<file path="config.mk">
export PLATFORM = sky130hd
export DESIGN_NAME = uart_tx_dev
export DESIGN_NICKNAME = d
export VERILOG_FILES = /design/src/rtl/uart_pkg.sv /design/src/rtl/tx_fifo.sv /design/src/rtl/uart_tx_dev.sv
export SDC_FILE = /design/constraint.sdc
export NUM_CORES = 1
export LEC_CHECK = 0
export ABC_AREA = 1
export CORE_MARGIN = 2
export CORE_UTILIZATION = 40
export CTS_BUF_LIST = sky130_fd_sc_hd__clkbuf_4 sky130_fd_sc_hd__clkbuf_8
export DETAILED_ROUTE_END_ITERATION = 6
export GPL_TIMING_DRIVEN = 0
export PLACE_DENSITY_LB_ADDON = 0.12
export SYNTH_ARGS = -nofsm -noshare
export SYNTH_HDL_FRONTEND = slang
export SYNTH_SLANG_ARGS = --single-unit
</file>
<file path="constraint.sdc">
create_clock -name clk -period 2.9 [get_ports clk]
set_input_delay 0.435 -clock clk [delete_from_list [all_inputs] [get_ports clk]]
set_output_delay 0.435 -clock clk [all_outputs]
set_load 0.02 [all_outputs]
</file>
<file path="src/rtl/uart_pkg.sv">
// Shared types and constants for the memory-mapped UART transmitter.
package uart_pkg;

    // Transmit state machine encoding
    typedef enum logic [1:0] {
        ST_IDLE  = 2'd0,
        ST_START = 2'd1,
        ST_DATA  = 2'd2,
        ST_STOP  = 2'd3
    } uart_state_t;

    // CTRL/STATUS register bit positions
    localparam int CTRL_RDY   = 0;
    localparam int CTRL_BUSY  = 1;
    localparam int CTRL_OVR   = 2;
    localparam int CTRL_EMPTY = 3;
    localparam int CTRL_IE    = 8;

    // 25 MHz system clock, 115200 baud
    localparam int DEFAULT_BAUD_DIV = 217;

endpackage

</file>
<file path="src/rtl/tx_fifo.sv">
// Circular transmit FIFO with occupancy count; push and pop may coincide.
module tx_fifo #(
    parameter int WIDTH = 8,
    parameter int DEPTH = 8
) (
    input  logic                     clk,
    input  logic                     reset,
    input  logic                     push,
    input  logic                     pop,
    input  logic [WIDTH-1:0]         wr_data,
    output logic [WIDTH-1:0]         rd_data,
    output logic                     full,
    output logic                     empty,
    output logic [$clog2(DEPTH):0]   count
);

    localparam int AW = $clog2(DEPTH);
    localparam int CW = AW + 1;

    logic [WIDTH-1:0] r_mem [DEPTH];
    logic [AW-1:0]    r_wptr;
    logic [AW-1:0]    r_rptr;
    logic [CW-1:0]    r_count;
    logic             w_push_ok;
    logic             w_pop_ok;

    // A push into a full FIFO is only accepted when a pop frees a slot that cycle
    assign w_push_ok = push & (~full | pop);
    assign w_pop_ok  = pop & ~empty;

    assign full    = (r_count == CW'(DEPTH));
    assign empty   = (r_count == '0);
    assign count   = r_count;
    assign rd_data = r_mem[r_rptr];

    // Storage array carries data only, so it is left out of reset
    always_ff @(posedge clk) begin
        if (w_push_ok)
            r_mem[r_wptr] <= wr_data;
    end

    // Pointers wrap naturally because DEPTH is a power of two
    always_ff @(posedge clk or posedge reset) begin
        if (reset) begin
            r_wptr  <= '0;
            r_rptr  <= '0;
            r_count <= '0;
        end else begin
            if (w_push_ok)
                r_wptr <= r_wptr + 1'b1;
            if (w_pop_ok)
                r_rptr <= r_rptr + 1'b1;
            case ({w_push_ok, w_pop_ok})
                2'b10:   r_count <= r_count + 1'b1;
                2'b01:   r_count <= r_count - 1'b1;
                default: r_count <= r_count;
            endcase
        end
    end

endmodule

</file>
<file path="src/rtl/uart_tx_dev.sv">
// Memory-mapped 8N1 UART transmitter: bus decode, status/control, serialiser FSM.
module uart_tx_dev
    import uart_pkg::*;
#(
    parameter int              BITS       = 32,
    parameter logic [BITS-1:0] BASE       = 32'hF0000030,
    parameter logic [BITS-1:0] CTRL_BASE  = 32'hF0000130,
    parameter int              BAUD_DIV   = DEFAULT_BAUD_DIV,
    parameter int              FIFO_DEPTH = 8
) (
    input  logic            clk,
    input  logic            reset,
    input  logic            we,
    input  logic            re,
    input  logic [BITS-1:0] memAddr,
    input  logic [BITS-1:0] dataBusIn,
    output logic [BITS-1:0] dataBusOut,
    output logic            tx,
    output logic            inta_ready
);

    localparam int               CNT_W    = $clog2(BAUD_DIV);
    localparam logic [CNT_W-1:0] CNT_LAST = CNT_W'(BAUD_DIV - 1);
    localparam int               CW       = $clog2(FIFO_DEPTH) + 1;

    uart_state_t      r_state, w_state_nxt;
    logic [CNT_W-1:0] r_cnt, w_cnt_nxt;
    logic [2:0]       r_bit, w_bit_nxt;
    logic [7:0]       r_shift;
    logic             r_ie;
    logic             r_ovr;
    logic             r_inta;

    logic             w_sel_data, w_sel_ctrl;
    logic             w_wr_data, w_wr_ctrl, w_rd_ctrl;
    logic             w_pop, w_ovf, w_cnt_last;
    logic             w_full, w_empty;
    logic [7:0]       w_rd_byte;
    logic [CW-1:0]    w_count;
    logic             w_unused_bits;

    assign w_sel_data = (memAddr == BASE);
    assign w_sel_ctrl = (memAddr == CTRL_BASE);
    assign w_wr_data  = we & w_sel_data;
    assign w_wr_ctrl  = we & w_sel_ctrl;
    assign w_rd_ctrl  = re & ~we & w_sel_ctrl;
    // A write to a full FIFO is lost unless the serialiser pops in the same cycle
    assign w_ovf      = w_wr_data & w_full & ~w_pop;
    assign w_cnt_last = (r_cnt == CNT_LAST);
    assign inta_ready = r_inta;
    assign w_unused_bits = ^dataBusIn[BITS-1:9];

    tx_fifo #(
        .WIDTH (8),
        .DEPTH (FIFO_DEPTH)
    ) u_fifo (
        .clk     (clk),
        .reset   (reset),
        .push    (w_wr_data),
        .pop     (w_pop),
        .wr_data (dataBusIn[7:0]),
        .rd_data (w_rd_byte),
        .full    (w_full),
        .empty   (w_empty),
        .count   (w_count)
    );

    // FSM state, baud counter and bit index
    always_ff @(posedge clk or posedge reset) begin
        if (reset) begin
            r_state <= ST_IDLE;
            r_cnt   <= '0;
            r_bit   <= '0;
        end else begin
            r_state <= w_state_nxt;
            r_cnt   <= w_cnt_nxt;
            r_bit   <= w_bit_nxt;
        end
    end

    // Next-state, FIFO pop and serial line value; tx is decoded from state so reset forces it high at once
    always_comb begin
        w_state_nxt = r_state;
        w_cnt_nxt   = w_cnt_last ? '0 : r_cnt + 1'b1;
        w_bit_nxt   = r_bit;
        w_pop       = 1'b0;
        tx          = 1'b1;
        case (r_state)
            ST_IDLE: begin
                w_cnt_nxt = '0;
                if (!w_empty) begin
                    w_pop       = 1'b1;
                    w_state_nxt = ST_START;
                end
            end
            ST_START: begin
                tx = 1'b0;
                if (w_cnt_last) begin
                    w_state_nxt = ST_DATA;
                    w_bit_nxt   = 3'd0;
                end
            end
            ST_DATA: begin
                tx = r_shift[r_bit];
                if (w_cnt_last) begin
                    if (r_bit == 3'd7)
                        w_state_nxt = ST_STOP;
                    else
                        w_bit_nxt = r_bit + 3'd1;
                end
            end
            ST_STOP: begin
                if (w_cnt_last) begin
                    if (!w_empty) begin
                        w_pop       = 1'b1;
                        w_state_nxt = ST_START;
                    end else begin
                        w_state_nxt = ST_IDLE;
                    end
                end
            end
            default: w_state_nxt = ST_IDLE;
        endcase
    end

    // Capture the byte being serialised whenever the FSM pops the FIFO
    always_ff @(posedge clk) begin
        if (w_pop)
            r_shift <= w_rd_byte;
    end

    // Interrupt enable, sticky overrun and registered interrupt level
    always_ff @(posedge clk or posedge reset) begin
        if (reset) begin
            r_ie   <= 1'b0;
            r_ovr  <= 1'b0;
            r_inta <= 1'b0;
        end else begin
            if (w_wr_ctrl)
                r_ie <= dataBusIn[CTRL_IE];
            if (w_ovf)
                r_ovr <= 1'b1;
            else if (w_wr_ctrl && !dataBusIn[CTRL_OVR])
                r_ovr <= 1'b0;
            else if (w_rd_ctrl)
                r_ovr <= 1'b0;
            r_inta <= r_ie & w_empty & (r_state == ST_IDLE);
        end
    end

    // Read mux onto the OR-combined bus; zero whenever this block is not being read
    always_comb begin
        dataBusOut = '0;
        if (!we) begin
            if (w_sel_data) begin
                dataBusOut = BITS'(w_count);
            end else if (w_sel_ctrl) begin
                dataBusOut[CTRL_RDY]   = ~w_full;
                dataBusOut[CTRL_BUSY]  = (r_state != ST_IDLE);
                dataBusOut[CTRL_OVR]   = r_ovr;
                dataBusOut[CTRL_EMPTY] = w_empty & (r_state == ST_IDLE);
                dataBusOut[CTRL_IE]    = r_ie;
            end
        end
    end

endmodule

</file>
Word level (Yosys, flattened, before mapping)
Memory sizes are Yosys's and may differ from the RTL's. A register that Yosys moved wholly into a read port is not among the register bits.
Cells that the tools add are included.
{ "word_totals": {"mem_count": 1, "ram_bits": 64, "input_bits": 68, "regBits": 26} }
{ "op_classes": {"reduce_logical": 10, "eq_ne": 16, "order_cmp": 1, "bitwise_logic": 16, "addsub": 6, "muxes": 30} }
{ "mem_list": {"columns": ["memory", "depth", "width", "rd", "rd_ports_with_merged_regs", "write_ports", "line_no", "text"], "rows": [
  ["u_fifo.r_mem", 8, 8, 1, 1, 1, "tx_fifo.sv:20", "logic [WIDTH-1:0] r_mem [DEPTH];"]
]} }
{ "ops": {"columns": ["operator", "count"], "rows": [
  ["equality test 32 bit (second input constant)", 2],
  ["two-way mux 8 bit", 2],
  ["!= test 2 bit (second input constant)", 6],
  ["AND 1 bit", 11],
  ["two-way mux 1 bit", 11],
  ["two-way mux 2 bit", 5],
  ["adder 3 x 1 -> 3 bit (second input constant)", 3],
  ["two-way mux 3 bit", 3],
  ["two-way mux 9 bit", 1],
  ["adder 8 x 1 -> 8 bit (second input constant)", 1],
  ["equality test 8 bit (second input constant)", 1],
  ["two-way mux 4 bit", 2],
  ["case mux 2 bit (4 select lines)", 1],
  ["case mux 4 bit (2 select lines)", 1],
  ["equality test 2 bit (second input constant)", 3],
  ["case mux 3 bit (2 select lines)", 1],
  ["nonzero test 2 bit", 3],
  ["AND reduction 5 bit", 1],
  ["adder 4 x 1 -> 4 bit (second input constant)", 1],
  ["equality test 2 x 1 -> 1 bit (second input constant)", 2],
  ["equality test 4 bit (second input constant)", 1],
  ["logical NOT 4 bit", 1],
  ["less-than comparator 3 x 4 -> 1 bit (second input constant)", 1],
  ["inverter 1 bit", 4],
  ["10 further kinds", 11]
]} }

Depth between registers and ports, before layout
{ "depth": {"depth_word": 8, "mapped_depth": 18, "depth_no_buf": 18} }

By module
From an unflattened synthesis, not the netlist that was laid out.
{ "hier_totals": {"hier_cells": 588, "area_unflattened_um2": 5098.6} }
{ "by_module_without_submodules": {"columns": ["module", "n_inst", "cells_per_inst", "area_per_inst_um2", "seq_area_each_um2"], "rows": [
  ["tx_fifo", 1, 366, 3419.5, 2172.1],
  ["uart_tx_dev", 1, 222, 1679.1, 640.6]
]} }

Least setup slack after synthesis
Ideal clock, no wire load.
{ "synth_timing": {"path_kind": "reg-to-reg", "start": "register r_cnt[0]", "end": "register u_fifo.r_count[2], in the netlist u_fifo.count[2]", "t_arrival_ps": 2243, "synth_period_minus_slack_ps": 2325, "path_stages_with_launch": 18, "required_time_ps": 2818, "setup_time_ps": 82, "n_path_buf": 0, "path_slack_ps": 575, "cell_sequence": "dfrtp_1 inv_1 ha_1 nand3_2 nor2_4 nand2_2 nand2_2 nand2_4 nand2_8 nand2_4 ha_1 nand2_1 inv_1 nor2_1 ha_1 a21oi_1 or2_2 a31oi_1"} }
{ "synth_between": {"elab_chain_cells": 7, "word_cells_on_any_way": 10, "cone_classes": "eq/ne: 3; mux: 3; bitwise: 3; reduce/logical: 1"} }
{ "synth_lines": {"columns": ["element", "line_no", "text"], "rows": [
  ["from (decl)", "uart_tx_dev.sv:27", "logic [CNT_W-1:0] r_cnt, w_cnt_nxt;"],
  ["from (signal assigned)", "uart_tx_dev.sv:76", "r_cnt <= w_cnt_nxt;"],
  ["equality test 8 bit (*)", "uart_tx_dev.sv:49", "assign w_cnt_last = (r_cnt == CNT_LAST);"],
  ["two-way mux 1 bit (*)", "uart_tx_dev.sv:113", "if (w_cnt_last) begin"],
  ["case mux 1 bit (2 select lines) (*)", "uart_tx_dev.sv:88", "case (r_state)"],
  ["bitwise OR 1 bit", "tx_fifo.sv:28", "assign w_push_ok = push & (~full | pop);"],
  ["AND 1 bit", "tx_fifo.sv:28", null],
  ["equality test 2 x 1 -> 1 bit or equality test 2 bit (tied branches)", "tx_fifo.sv:53", "case ({w_push_ok, w_pop_ok})"],
  ["case mux 4 bit (2 select lines) or nonzero test 2 bit (tied branches)", null, null],
  ["to (signal assigned)", "tx_fifo.sv:54", "2'b10: r_count <= r_count + 1'b1;"],
  ["to (signal assigned)", "tx_fifo.sv:55", "2'b01: r_count <= r_count - 1'b1;"],
  ["to (signal assigned)", "tx_fifo.sv:56", "default: r_count <= r_count;"],
  ["to (decl)", "tx_fifo.sv:23", "logic [CW-1:0] r_count;"]
]} }
Mark *: on every way between the ends. The rest lies on a longest branch, timed or not.
A chain may end at the register's enable or synchronous reset.

Worst setup path in the final report
{ "layout_timing": {"start": "input port memAddr[29]", "end": "output port dataBusOut[8]"} }
{ "layout_between": {"elab_chain_cells": 4, "word_cells_on_any_way": 5, "cone_classes": "eq/ne: 2; mux: 3"} }
{ "layout_lines": {"columns": ["element", "line_no", "text"], "rows": [
  ["from (decl)", "uart_tx_dev.sv:15", "input logic [BITS-1:0] memAddr,"],
  ["equality test 32 bit", "uart_tx_dev.sv:43", "assign w_sel_ctrl = (memAddr == CTRL_BASE);"],
  ["two-way mux 1 bit", "uart_tx_dev.sv:157", "end else if (w_sel_ctrl) begin"],
  ["two-way mux 1 bit (*)", "uart_tx_dev.sv:155", "if (w_sel_data) begin"],
  ["two-way mux 9 bit (*)", "uart_tx_dev.sv:154", "if (!we) begin"],
  ["to (decl)", "uart_tx_dev.sv:17", "output logic [BITS-1:0] dataBusOut,"]
]} }
Marked as above.

==> summary.txt <==
Run status
  • Status: complete, no violations

Detailed routing
  • Met2 routed WL: 5273 µm
  • Routed WL: 10,730 µm
  • Highest routed layer: met4
  • Vias/cell: 4.774
  • Routed wl met3: 403 µm
  • Initial drt markers: 240
  • Drt drc: 0
  • Post-route antenna net violation count: 0
  • Drt first pass iters: 5
  • WL met1: 4970 µm
  • Wirelength per Cell: 14.52 µm
  • Via count: 3,528

Cells and area
  • Multi-input combinational cell area: 0.001767 mm²
  • Ant. Diodes: 0
  • Final core occ: 49.10%
  • Final Net Count: 670
  • Filler Cell Count: 1,145
  • Design area: 0.005873 mm²
  • Commonest non-fill, non-tap cells in the layout: nor2_1, nand2_1, edfxtp_1
  • Non-filler cells in the finished layout: 739
  • Commonest non-fill, non-tap cell in the layout: nor2_1
  • FF+latch area: 0.002813 mm²
  • Layout cells sized above 1: 11.66%
  • Area growth, synth to finish: 19.87%

Place
  • Placed inst area: 0.005692 mm²
  • GP Congestion: 0.7778
  • IO Port Bufs: 51
  • DP HPWL: 7570 µm
  • Placed Cells: 724

Yosys
  • Post-synth EDFFs: 72
  • Mapped Cells: 500
  • Dominant synthesized flop cell: edfxtp_1
  • Synth Cell Area: 0.004900 mm²
  • Yosys Warn Count: 0
  • Seq/Total Area, Yosys: 57.41%
  • Synth cell types: 35
  • Asr flop ratio synth: 26.53%
  • Register bit count reported by yosys: 98
  • Mean Syn Cell Area: 9.799 µm²

Critical path
  • Crit-path max FO: 2
  • CP Capture Type: primary output
  • Worst EP required: 2.47 ns
  • CP Buf/Inv Count: 2
  • Flop-to-flop setup slack: 0.24 ns
  • Critical Path, Cell by Cell: clkdlybuf4s50_1 -> nand2_1 -> nor2_1 -> nand2_1 -> nor2_2 -> nand3_1 -> nor3_1 -> clkdlybuf4s50_1
  • Critical path's slowest cell: clkdlybuf4s50_1
  • CP peak stage delay: 0.65 ns
  • Critical path's top delay family: buffers and inverters
  • Startpoint types: primary input
  • Arrival @ worst endpoint: 2.25 ns
  • CP Class: primary input to primary output

Flow run
  • Max capacitance violation total: 0

Clock tree
  • H-tree levels: 3
  • Clock sink total: 98
  • Clk Latency, worst-skew pair: 0.37 ns
  • Total CTS buffers: 9
  • Reg clk slew, reported paths: 0.09 ns
  • CTS tree: built
  • Root Buffer: clkbuf_8
  • Max clock buf depth: 2

Global routing
  • Initial antenna violation count: 0
  • First-pass GRT wire length: 17,430 µm
  • Gr usage total: 17.35%
  • Global route overflow: 0
  • Number of global-route vias before repair: 3,458
  • Pin count of the biggest net entering global routing: 27

Die
  • Die footprint: 0.01315 mm²
  • IO Pins: 102
  • Row cnt: 40
  • Core area: 0.01196 mm²
  • Die Ht: 114.7 µm
  • Die X: 114.7 µm
  • Initial core utilization: 40.96%

STA
  • Least-Margin Pin Slew: 1.067 ns
  • Setup repair after global routing missed its margin: false
  • Final Max Tran Viols: 0
  • Layout Skew: 0.01154 ns
  • Upper clock frequency limit: 0.3723 GHz
  • # setup viols final: 0
  • Fin. Hold Viols: 0
  • Min Tclk post-route: 2.686 ns
  • Post-route clock period utilization: 92.62%
  • Slew HR: 28.76%

Pwr
  • PD cells: 419.7 mW/mm²
  • Peak VDD IR: 0.3295 mV
  • Leakage: 0.002495 µW

Worst hold path
  • Worst Hold Class: register to register
==> worst paths after layout <==
| check | from | end | cells past startpoint |
|---|---|---|---|
| worst max-delay path | memAddr[29] | dataBusOut[8] | 8 |
| worst min-delay path | r_cnt[0] | r_cnt[0] | 1 |
| worst max register to register | r_cnt[0] | u_fifo.count[2] | 17 |
| worst min register to register | r_cnt[0] | r_cnt[0] | 1 |
| max in group asynchronous | reset | u_fifo.count[0] | 2 |
| min in group asynchronous | reset | inta_ready | 2 |
==> kinds of logic after synthesis <==
family	share of synthesized area, %
DFF	57.41
xor gates and xnor gates	1.430
buffers and inverters	8.580
AOI/OAI and AO/OA	7.022
other	0.07654
adders and majority gates	3.575
and+or+nand+nor	21.91
==> layout make-up <==
cell class	instances	area share [%]
clock buffer	10	2.237
multi-input combinational	344	30.08
buffer	37	4.154
tap	147	3.132
sequential	98	47.89
timing repair buffer	51	8.798
inverter	47	3.004
clock inverter	5	0.7030
==> stage by stage <==
step / power (µW) / hold slack [ns] / TNS [ns] / setup WS [ns]
after global routing: 2550 / 0.5299 / 0 / 0.01637
after floorplan: 1612 / 0.4536 / 0 / 0.5749
final: 2465 / 0.5014 / 0 / 0.2140
after CTS: 2488 / 0.5070 / 0 / 0.003157
after detailed placement: 1690 / 0.4963 / -0.1702 / -0.1316
after global placement: 1687 / 0.4852 / -0.02644 / -0.02644
==> worst register-to-register path: cells and delay by family (launching register included) <==
kind,cells,cell delay [ns]
and+or+nand+nor,10,1.27
adders and majority gates,3,0.58
AOI/OAI and AO/OA,2,0.18
DFF,1,0.42
buffers and inverters,2,0.12
==> flip-flops by register name, summed over array words and instances (netlist names) <==
name and count:
inta_ready 1, r_bit 3, r_cnt 8, r_ie 1
r_ovr 1, r_shift 8, r_state 2, u_fifo.count 4
u_fifo.r_mem 64, u_fifo.r_rptr 3, u_fifo.r_wptr 3
==> per-layer routing <==
metal  vias up  GRT usage (%)
met5         -              0
met4         0          3.902
met3         8          3.176
met2        62          29.70
met1      1669          22.99
li1       1789              -
==> timing repair <==
action / CTS / global route
setup buffers: 0 / 0
cloned: 0 / 0
setup endpoints to repair: 1 / 3
hold buffers: 0 / 0
resized for setup: 1 / 4
pin swaps: 0 / 0
==> cell usage after synthesis, types with 3 or more instances <==
master	number	area, µm²
nand2_2	4	25.02
nor3_1	3	15.01
inv_1	44	165.2
clkbuf_1	5	18.77
nor2_2	6	37.54
ha_1	14	175.2
nand3_1	22	110.1
o32ai_1	16	140.1
buf_4	27	202.7
nor2_1	99	371.6
nand2_1	95	356.6
dfrtp_1	26	650.6
xor2_1	7	61.31
edfxtp_1	72	2162
o21ai_0	24	120.1
a21oi_1	6	30.03
buf_2	3	15.01
==> where the power goes <==
part           switching [µW]  internal [µW]  leakage (µW)  total, µW
Combinational            74.1           82.0       0.00141        156
Clock                     482            325     0.0000877        806
Sequential           0.000571           1500       0.00100       1500
Total                     556           1910       0.00249       2470
Note: power is estimated with default switching activity, not from simulation.
